--- src/rtl/morse_rx.sv ---
// Morse line decoder: times marks and gaps in PRESCALER units and emits ASCII strobes.
// Optional MORSE_RX_SYNC_EN adds a 2-flop input synchronizer (+2 cycles latency).
module morse_rx #(
    parameter int PRESCALER = 100_000
) (
    input  logic       clk,
    input  logic       rst,
    input  logic       morse_in,
    output logic [7:0] ascii_out,
    output logic       ascii_valid,
    output logic       err
);

    localparam int CMAX = 8 * PRESCALER;
    localparam int CW   = $clog2(CMAX + 1);

    localparam logic [CW-1:0] C_ONE    = CW'(1);
    localparam logic [CW-1:0] C_MAX    = CW'(CMAX);
    localparam logic [CW-1:0] C_GLITCH = CW'(PRESCALER / 2);
    localparam logic [CW-1:0] C_2U     = CW'(2 * PRESCALER);
    localparam logic [CW-1:0] C_5U     = CW'(5 * PRESCALER);

    localparam logic [2:0] S_IDLE    = 3'd0;
    localparam logic [2:0] S_MARK    = 3'd1;
    localparam logic [2:0] S_SYM_GAP = 3'd2;
    localparam logic [2:0] S_CHR_GAP = 3'd3;
    localparam logic [2:0] S_STUCK   = 3'd4;

    logic line_q;

`ifdef MORSE_RX_SYNC_EN
    logic [1:0] sync_q;
    always_ff @(posedge clk) begin
        if (rst) begin
            sync_q <= 2'b00;
            line_q <= 1'b0;
        end else begin
            sync_q <= {sync_q[0], morse_in};
            line_q <= sync_q[1];
        end
    end
`else
    always_ff @(posedge clk) begin
        if (rst) line_q <= 1'b0;
        else     line_q <= morse_in;
    end
`endif

    logic [2:0]    state;
    logic          lvl;
    logic [CW-1:0] cnt;
    logic [CW-1:0] run;
    logic [2:0]    sym_len;
    logic [5:0]    sym_pat;
    logic          sym_ovf;
    logic          word;

    // run = length of the current level including this sample
    always_comb begin
        if (line_q != lvl)   run = C_ONE;
        else if (cnt == C_MAX) run = C_MAX;
        else                 run = cnt + C_ONE;
    end

    logic rise, fall, glitch, is_dash;
    assign rise    = line_q && !lvl;
    assign fall    = !line_q && lvl;
    assign glitch  = cnt < C_GLITCH;
    assign is_dash = cnt >= C_2U;

    function automatic logic [7:0] decode(input logic [2:0] len,
                                          input logic [5:0] pat);
        logic [7:0] ch;
        ch = 8'h3F;
        case ({len, pat})
            {3'd1, 6'b000000}: ch = "E";
            {3'd1, 6'b000001}: ch = "T";
            {3'd2, 6'b000000}: ch = "I";
            {3'd2, 6'b000001}: ch = "A";
            {3'd2, 6'b000010}: ch = "N";
            {3'd2, 6'b000011}: ch = "M";
            {3'd3, 6'b000000}: ch = "S";
            {3'd3, 6'b000001}: ch = "U";
            {3'd3, 6'b000010}: ch = "R";
            {3'd3, 6'b000011}: ch = "W";
            {3'd3, 6'b000100}: ch = "D";
            {3'd3, 6'b000101}: ch = "K";
            {3'd3, 6'b000110}: ch = "G";
            {3'd3, 6'b000111}: ch = "O";
            {3'd4, 6'b000000}: ch = "H";
            {3'd4, 6'b000001}: ch = "V";
            {3'd4, 6'b000010}: ch = "F";
            {3'd4, 6'b000100}: ch = "L";
            {3'd4, 6'b000110}: ch = "P";
            {3'd4, 6'b000111}: ch = "J";
            {3'd4, 6'b001000}: ch = "B";
            {3'd4, 6'b001001}: ch = "X";
            {3'd4, 6'b001010}: ch = "C";
            {3'd4, 6'b001011}: ch = "Y";
            {3'd4, 6'b001100}: ch = "Z";
            {3'd4, 6'b001101}: ch = "Q";
            {3'd5, 6'b000000}: ch = "5";
            {3'd5, 6'b000001}: ch = "4";
            {3'd5, 6'b000011}: ch = "3";
            {3'd5, 6'b000111}: ch = "2";
            {3'd5, 6'b001111}: ch = "1";
            {3'd5, 6'b010000}: ch = "6";
            {3'd5, 6'b011000}: ch = "7";
            {3'd5, 6'b011100}: ch = "8";
            {3'd5, 6'b011110}: ch = "9";
            {3'd5, 6'b011111}: ch = "0";
            default:           ch = 8'h3F;
        endcase
        return ch;
    endfunction

    logic [7:0] letter;
    assign letter = sym_ovf ? 8'h3F : decode(sym_len, sym_pat);

    always_ff @(posedge clk) begin
        if (rst) begin
            state       <= S_IDLE;
            lvl         <= 1'b0;
            cnt         <= '0;
            sym_len     <= 3'd0;
            sym_pat     <= 6'd0;
            sym_ovf     <= 1'b0;
            word        <= 1'b0;
            ascii_out   <= 8'h00;
            ascii_valid <= 1'b0;
            err         <= 1'b0;
        end else begin
            lvl         <= line_q;
            cnt         <= run;
            ascii_valid <= 1'b0;
            err         <= 1'b0;
            case (state)
                S_IDLE: begin
                    if (rise) state <= S_MARK;
                end
                S_MARK: begin
                    if (fall) begin
                        if (!glitch) begin
                            if (sym_len == 3'd6) begin
                                sym_ovf <= 1'b1;
                            end else begin
                                sym_pat <= {sym_pat[4:0], is_dash};
                                sym_len <= sym_len + 3'd1;
                            end
                            state <= S_SYM_GAP;
                        end else if (sym_len != 3'd0) begin
                            state <= S_SYM_GAP;
                        end else if (word) begin
                            // glitch after a letter: keep waiting for the word gap
                            state <= S_CHR_GAP;
                        end else begin
                            state <= S_IDLE;
                        end
                    end else if (run == C_MAX) begin
                        err     <= 1'b1;
                        sym_len <= 3'd0;
                        sym_pat <= 6'd0;
                        sym_ovf <= 1'b0;
                        word    <= 1'b0;
                        state   <= S_STUCK;
                    end
                end
                S_SYM_GAP: begin
                    if (rise) begin
                        state <= S_MARK;
                    end else if (sym_len == 3'd0) begin
                        state <= S_IDLE;
                    end else if (run == C_2U) begin
                        ascii_out   <= letter;
                        ascii_valid <= 1'b1;
                        err         <= (letter == 8'h3F);
                        word        <= 1'b1;
                        sym_len     <= 3'd0;
                        sym_pat     <= 6'd0;
                        sym_ovf     <= 1'b0;
                        state       <= S_CHR_GAP;
                    end
                end
                S_CHR_GAP: begin
                    if (rise) begin
                        state <= S_MARK;
                    end else if (run == C_5U) begin
                        ascii_out   <= 8'h20;
                        ascii_valid <= 1'b1;
                        word        <= 1'b0;
                        state       <= S_IDLE;
                    end
                end
                S_STUCK: begin
                    if (!line_q) state <= S_IDLE;
                end
                default: state <= S_IDLE;
            endcase
        end
    end

endmodule
--- config.mk ---
export PLATFORM = sky130hd
export DESIGN_NAME = morse_rx
export DESIGN_NICKNAME = d
export VERILOG_FILES = /design/src/rtl/morse_rx.sv
export SDC_FILE = /design/constraint.sdc
export NUM_CORES = 1
export LEC_CHECK = 0
export ABC_CLOCK_PERIOD_IN_PS = 2800
export CELL_PAD_IN_SITES_DETAIL_PLACEMENT = 1
export CELL_PAD_IN_SITES_GLOBAL_PLACEMENT = 2
export CORE_MARGIN = 1.5
export CORE_UTILIZATION = 30
export DETAILED_ROUTE_END_ITERATION = 16
export PLACE_DENSITY_LB_ADDON = 0.1
export REMOVE_ABC_BUFFERS = 1
export SETUP_SLACK_MARGIN = 0.5
export SLEW_MARGIN = 20
export SYNTH_ARGS = -nofsm -noshare
export SYNTH_HDL_FRONTEND = slang
export SYNTH_SLANG_ARGS = --single-unit
--- constraint.sdc ---
create_clock -name clk -period 2.8 [get_ports clk]
set_clock_uncertainty 0.05 [all_clocks]
set_input_delay 0.28 -clock clk [delete_from_list [all_inputs] [get_ports clk]]
set_output_delay 0.28 -clock clk [all_outputs]
set_load 0.02 [all_outputs]
After elaboration in Yosys (flattened, before gate mapping)
Index checks and enable logic that the tools add are counted.
- bits in registers: 46
- logic and storage cells: 158
- $add $sub $neg: 2
- order comparisons: 2
- eq/ne operators: 62
- multiplexer cells: 66
- reductions and logical operators: 15
- operator list (kind ; number):
    case mux 7 bit (36 select lines) ; 1
    == test 9 bit, second input constant ; 22
    == test 9 x 8 -> 1 bit, second input constant ; 12
    2-to-1 mux 3 bit ; 16
    2-to-1 mux 8 bit ; 6
    2-to-1 mux 6 bit ; 7
    == test 20 bit, second input constant ; 2
    2-to-1 mux 20 bit ; 2
    2-to-1 mux 1 bit ; 23
    adder 20 x 1 -> 20 bit, second input constant ; 1
    == test 20 x 18 -> 1 bit, second input constant ; 1
    == test 20 x 19 -> 1 bit, second input constant ; 1
    >= comparator 20 x 18 -> 1 bit, second input constant ; 1
    less-than comparator 20 x 16 -> 1 bit, second input constant ; 1
    == test 9 x 7 -> 1 bit, second input constant ; 2
    inequality test 2 bit, second input constant ; 9
    case mux 8 bit (2 select lines) ; 1
    inequality test 3 bit, second input constant ; 5
    case mux 3 bit (5 select lines) ; 1
    AND reduction 7 bit ; 2
    case mux 6 bit (2 select lines) ; 1
    == test 8 x 6 -> 1 bit, second input constant ; 1
    AND reduction 8 bit ; 1
    == test 3 x 2 -> 1 bit, second input constant ; 2
    other kinds (16) ; 26

Logic depth before layout (Yosys ltp)
- word-level depth: 8
- gate-level depth with buffers: 13

Worst setup path before layout
OpenSTA, ideal clock, no wires.
- path type: register -> register
- from: register cnt[0]
- to: register ascii_out[3]
- library setup time: 133 ps
- arrival: 2791 ps
- required time: 2617 ps
- setup slack: -173 ps
- stages on the path, launching flop included: 13
- path buffers: 2
- clock period less this slack: 2973 ps
- cell sequence: dfxtp_1 -> ha_1 -> buf_2 -> and4_1 -> nand2_1 -> a211oi_1 -> or4b_1 -> nor4b_1 -> nand3_1 -> o32a_1 -> buf_2 -> a22oi_1 -> nor2_1
- longest elaborated chain between the ends: 6
- elaborated cells on any way between the ends: 9
- ends and longest elaborated chain (item ; line ; text):
    from (decl) ; 51 ; logic [CW-1:0] cnt;
    from (signal assigned) ; 134 ; cnt <= run;
    adder 20 x 1 -> 20 bit / == test 20 bit (equally long branches) ; 62, 61 ;
    2-to-1 mux 20 bit * ; 61 ; else if (cnt == C_MAX) run = C_MAX;
    2-to-1 mux 20 bit * ; 60 ; if (line_q != lvl) run = C_ONE;
    == test 20 x 19 -> 1 bit / == test 20 x 18 -> 1 bit (equally long branches) ; 187, 173 ;
    inequality test 2 bit (no source line) ; - ;
    AND reduction 6 bit (no source line) * ; - ;
    to (signal assigned) ; 174 ; ascii_out <= letter;
    to (decl) ; 9 ; output logic [7:0] ascii_out,
Every way passes the cells marked *; elsewhere a longest branch is shown, timed or not.
A chain may end at the register's enable or synchronous reset.

Final worst setup path
- from: register cnt[3]
- to: register sym_pat[1]
- longest elaborated chain between the ends: 6
- elaborated cells on any way between the ends: 11
- ends and longest elaborated chain (item ; line ; text):
    adder 20 x 1 -> 20 bit / == test 20 bit (equally long branches) ; 62, 61 ;
    2-to-1 mux 20 bit ; 61 ;
    2-to-1 mux 20 bit ; 60 ;
    == test 20 bit / == test 20 x 18 -> 1 bit (equally long branches) ; 159, 173 ;
    inequality test 3 bit (no source line) / inequality test 2 bit (equally long branches) ; - ;
    AND reduction 7 bit (no source line) * ; - ;
    to (signal assigned) ; 147 ; sym_pat <= {sym_pat[4:0], is_dash};
    to (decl) ; 54 ; logic [5:0] sym_pat;
Marked as above.

==> results.md <==
- Status: complete, but fails checks
- Failing checks: negative setup slack
- Maximum vdd drop: roughly 320 uV
- Inst Count DP: between 600 and 700
- Worst Hold Depth: 2
- ANT nets after route: 0
- Synthesized instance count: 452
- Most used DFF post-synth: dfxtp_1
- Mapped Avg Cell Area: roughly 7.6 um^2
- Initial antenna violation count: 0
- Post-route cell area: 0.00536 mm^2
- Nets: between 500 and 600
- First-pass GRT wire length: about 21,000 um
- Async S/R FF share, synth: 0%
- Combinational Power Share: between 20% and 30%
- Grt total ovfl: 0
- Final setup viols: 23
- Sequential share of the synthesized area: a little over a quarter
- Hold Path Class: reg -> reg
- Hold Fails Final Rpt: 0
- M2 GR Usage: 36.6%
- Max Clk Rate: between 300 and 400 MHz
- 1st-iter DRT viols: 171
- Die area: approximately 0.012 mm^2
- Gpl congestion: approximately 0.88
- IO Count: 13
- CP Capture Type: flop
- CTS sink cnt: 45
- Layout cell share with drive strength beyond 1: ~44%
- Max transition margin: a little under three fifths
- Sw Pwr: around 0.62 mW
- Post-Route Setup TNS: -5.47 ns
- Hold path start: line_q$_SDFF_PP0_
- Synth Register Bits: 45
- Leakage power: 1.97 nW
- Largest net degree at the start of global routing: 23
- Synthesized cell area: 0.00345 mm^2
- Port bufs: 11
- Max cap viols: 0
- Global routing's busiest layer: met2
- GRT met3 Usage: between 3 and 4%
- Fraction of power consumed by the clock network: a little over a third
- FF-to-FF setup slack: -0.33 ns
- RSZ-0062 raised after global routing: true
- Vias in the first global route: between 3,000 and 4,000
- Final worst setup slack: -0.334 ns
- Layout area overhead: 55.3%
- DR pass1 iterations: 4
- DR vias: about 3,800
- Post-DP HPWL: 9560 um
- Worst Setup Start Kind: flop
- Slew @ Worst Pin: ~0.64 ns
- Final period utilization: 112%
- RR Endpoint: sym_pat[1]$_SDFFE_PP0P_
- Hold slack: 0.418 ns
- PnR Total Power: 1.96 mW
- Drt total wl: about 14,000 um
- Total core area: 0.0110 mm^2
- CP arrival: 3.28 ns
- Distinct cell type count after synthesis: 81
- Clock latency on the worst-skew pair: 0.30 ns
- Final core occ: between 40 and 50%
- Period minus WS final: 3.13 ns
- Final Non-Filler Cells: between 700 and 800
- Die H: 110 um
- # hold bufs at CTS: 0
- Maximum clock insertion buffer count: 2
- Ys Warns: 0
- WS Path Type: reg -> reg
- CTS clock-pin slew for the worst setup and hold paths: 0.07 ns
- Final Max Slew Viols: 0
- Most common cell after layout, fill and taps aside: buf_4
- Placed cell areas: between 0.004 and 0.005 mm^2
- Req. time, crit path: slightly below 3 ns
- Pre-CTS setup slack: -0.395 ns
- CTS buffer count: 5
- Die Width: 110 um
- CTS root buf: clkbuf_16
- Residual DRC: 0
- DR WL/cell: between 15 and 20 um
- CTS tree: done
- Tot GR Track Use: a little under a quarter
- Power Internal: 1.34 mW
- PD cells: 366 mW/mm^2
- Vias/cell: between 5 and 6
- Switching Share: between 30% and 40%
- H-tree levels: 2
- Reg2Reg Depth: 10
- Hold endpoint: lvl$_SDFF_PP0_
- Post-synth EDFFs: 0
- Met1 usage: about a third
- # diodes: 0
- FF-to-FF Start: cnt[3]$_SDFF_PP0_
- Reg power frac: 34.3%
- Row count: 38
- CP max FO: 8
- Starting Density: a little under a third
- Commonest non-fill, non-tap cells in the layout: buf_4 (110), dfxtp_1 (40), nand2_1 (38), nor2_1 (32), a21oi_1 (20)
worst max-delay path: stages, from the launching register on:
cell and delay (ns):
dfxtp_1 0.46, nand4_2 0.16, or4_4 0.60, o21ai_4 0.22, a31oi_4 0.11, o32a_1 0.35, a311o_1 0.36, nor3_4 0.32
clkbuf_16 0.23, nand2b_4 0.12, a21oi_2 0.05
metal layers:
layer / part of all wire, % / wire length, um
met1: 48 / 6490
met2: 47 / 6380
met3: 2.8 / 382
met4: 2.9 / 397
met5: 0 / 0
power groups by stage:
stage          combinational, mW  clock [mW]  sequential [mW]
3_3_place_gp               0.370           0            0.683
3_5_place_dp               0.377           0            0.684
6_report                   0.573       0.714            0.672
5_1_grt                    0.612       0.754            0.675
2_1_floorplan              0.217           0            0.697
4_1_cts                    0.439       0.732            0.671
how the worst max path moves through the flow:
stage / from / endpoint / slack (ns) / cells after the start
2_1_floorplan: cnt[1]$_SDFF_PP0_ / sym_pat[1]$_SDFFE_PP0P_ / -0.31 / 10
3_3_place_gp: cnt[1]$_SDFF_PP0_ / ascii_out[3]$_SDFFE_PP0P_ / -0.36 / 12
3_5_place_dp: cnt[1]$_SDFF_PP0_ / ascii_out[3]$_SDFFE_PP0P_ / -0.40 / 10
4_1_cts: cnt[1]$_SDFF_PP0_ / word$_SDFFE_PP0P_ / -0.20 / 10
5_1_grt: cnt[1]$_SDFF_PP0_ / word$_SDFFE_PP0P_ / -0.47 / 13
6_report: cnt[3]$_SDFF_PP0_ / sym_pat[1]$_SDFFE_PP0P_ / -0.33 / 10
synthesized netlist by cell type (all sizes together) (4+ instances only):
master | instances | share of area [%]
nor2b | 7 | 1.3
nor3b | 4 | 1.2
nor3 | 17 | 2.9
a31oi | 6 | 1.5
or3 | 7 | 1.4
clkbuf | 16 | 1.7
o31ai | 5 | 1.1
nor2 | 51 | 5.5
a211oi | 6 | 1.3
inv | 16 | 1.7
xnor2 | 9 | 2.3
buf | 17 | 2.8
nand2 | 44 | 4.8
and3 | 4 | 0.73
dfxtp | 45 | 26
or4b | 4 | 1.2
nand2b | 10 | 1.8
and2 | 5 | 0.98
nor4 | 9 | 2.2
a21oi | 32 | 5.3
a21o | 5 | 1.1
nand4 | 15 | 3.1
o21ai | 17 | 2.6
xor2 | 9 | 2.3
ha | 8 | 2.9
nand3 | 25 | 4.5
flip-flops by register name, indices dropped and copies added, names as in the netlist:
signal / flops
sym_len: 3
line_q: 1
cnt: 20
sym_pat: 6
word: 1
ascii_valid: 1
ascii_out: 7
state: 3
err: 1
lvl: 1
sym_ovf: 1
repair_timing:
| item | CTS | global route |
|---|---|---|
| pin swaps | 17 | 37 |
| cloned | 1 | 1 |
| setup buffers | 8 | 9 |
| gates resized for setup | 62 | 77 |
| endpoints found under the setup margin | 36 | 37 |
| hold endpoints to repair | 0 | 0 |
layout make-up:
type | count | area (um^2)
Clock inverter | 3 | 46.3
Sequential cell | 45 | 912
Multi-Input combinational cell | 358 | 2910
Clock buffer | 5 | 125
Fill cell | 1275 | 5670
Inverter | 16 | 65.1
Timing Repair Buffer | 134 | 1120
Tap cell | 140 | 175
cell families after synthesis:
| group | after synthesis | synth area share (%) |
|---|---|---|
| and+or+nand+nor | 221 | 36.7 |
| AOI/OAI and AO/OA | 106 | 22.1 |
| buffers and inverters | 49 | 6.28 |
| DFF | 45 | 26.1 |
| xor gates and xnor gates | 18 | 4.57 |
| adders and majority gates | 8 | 2.90 |
| muxes | 4 | 1.20 |
| other | 1 | 0.109 |
Note: power is estimated with default switching activity, not from simulation.
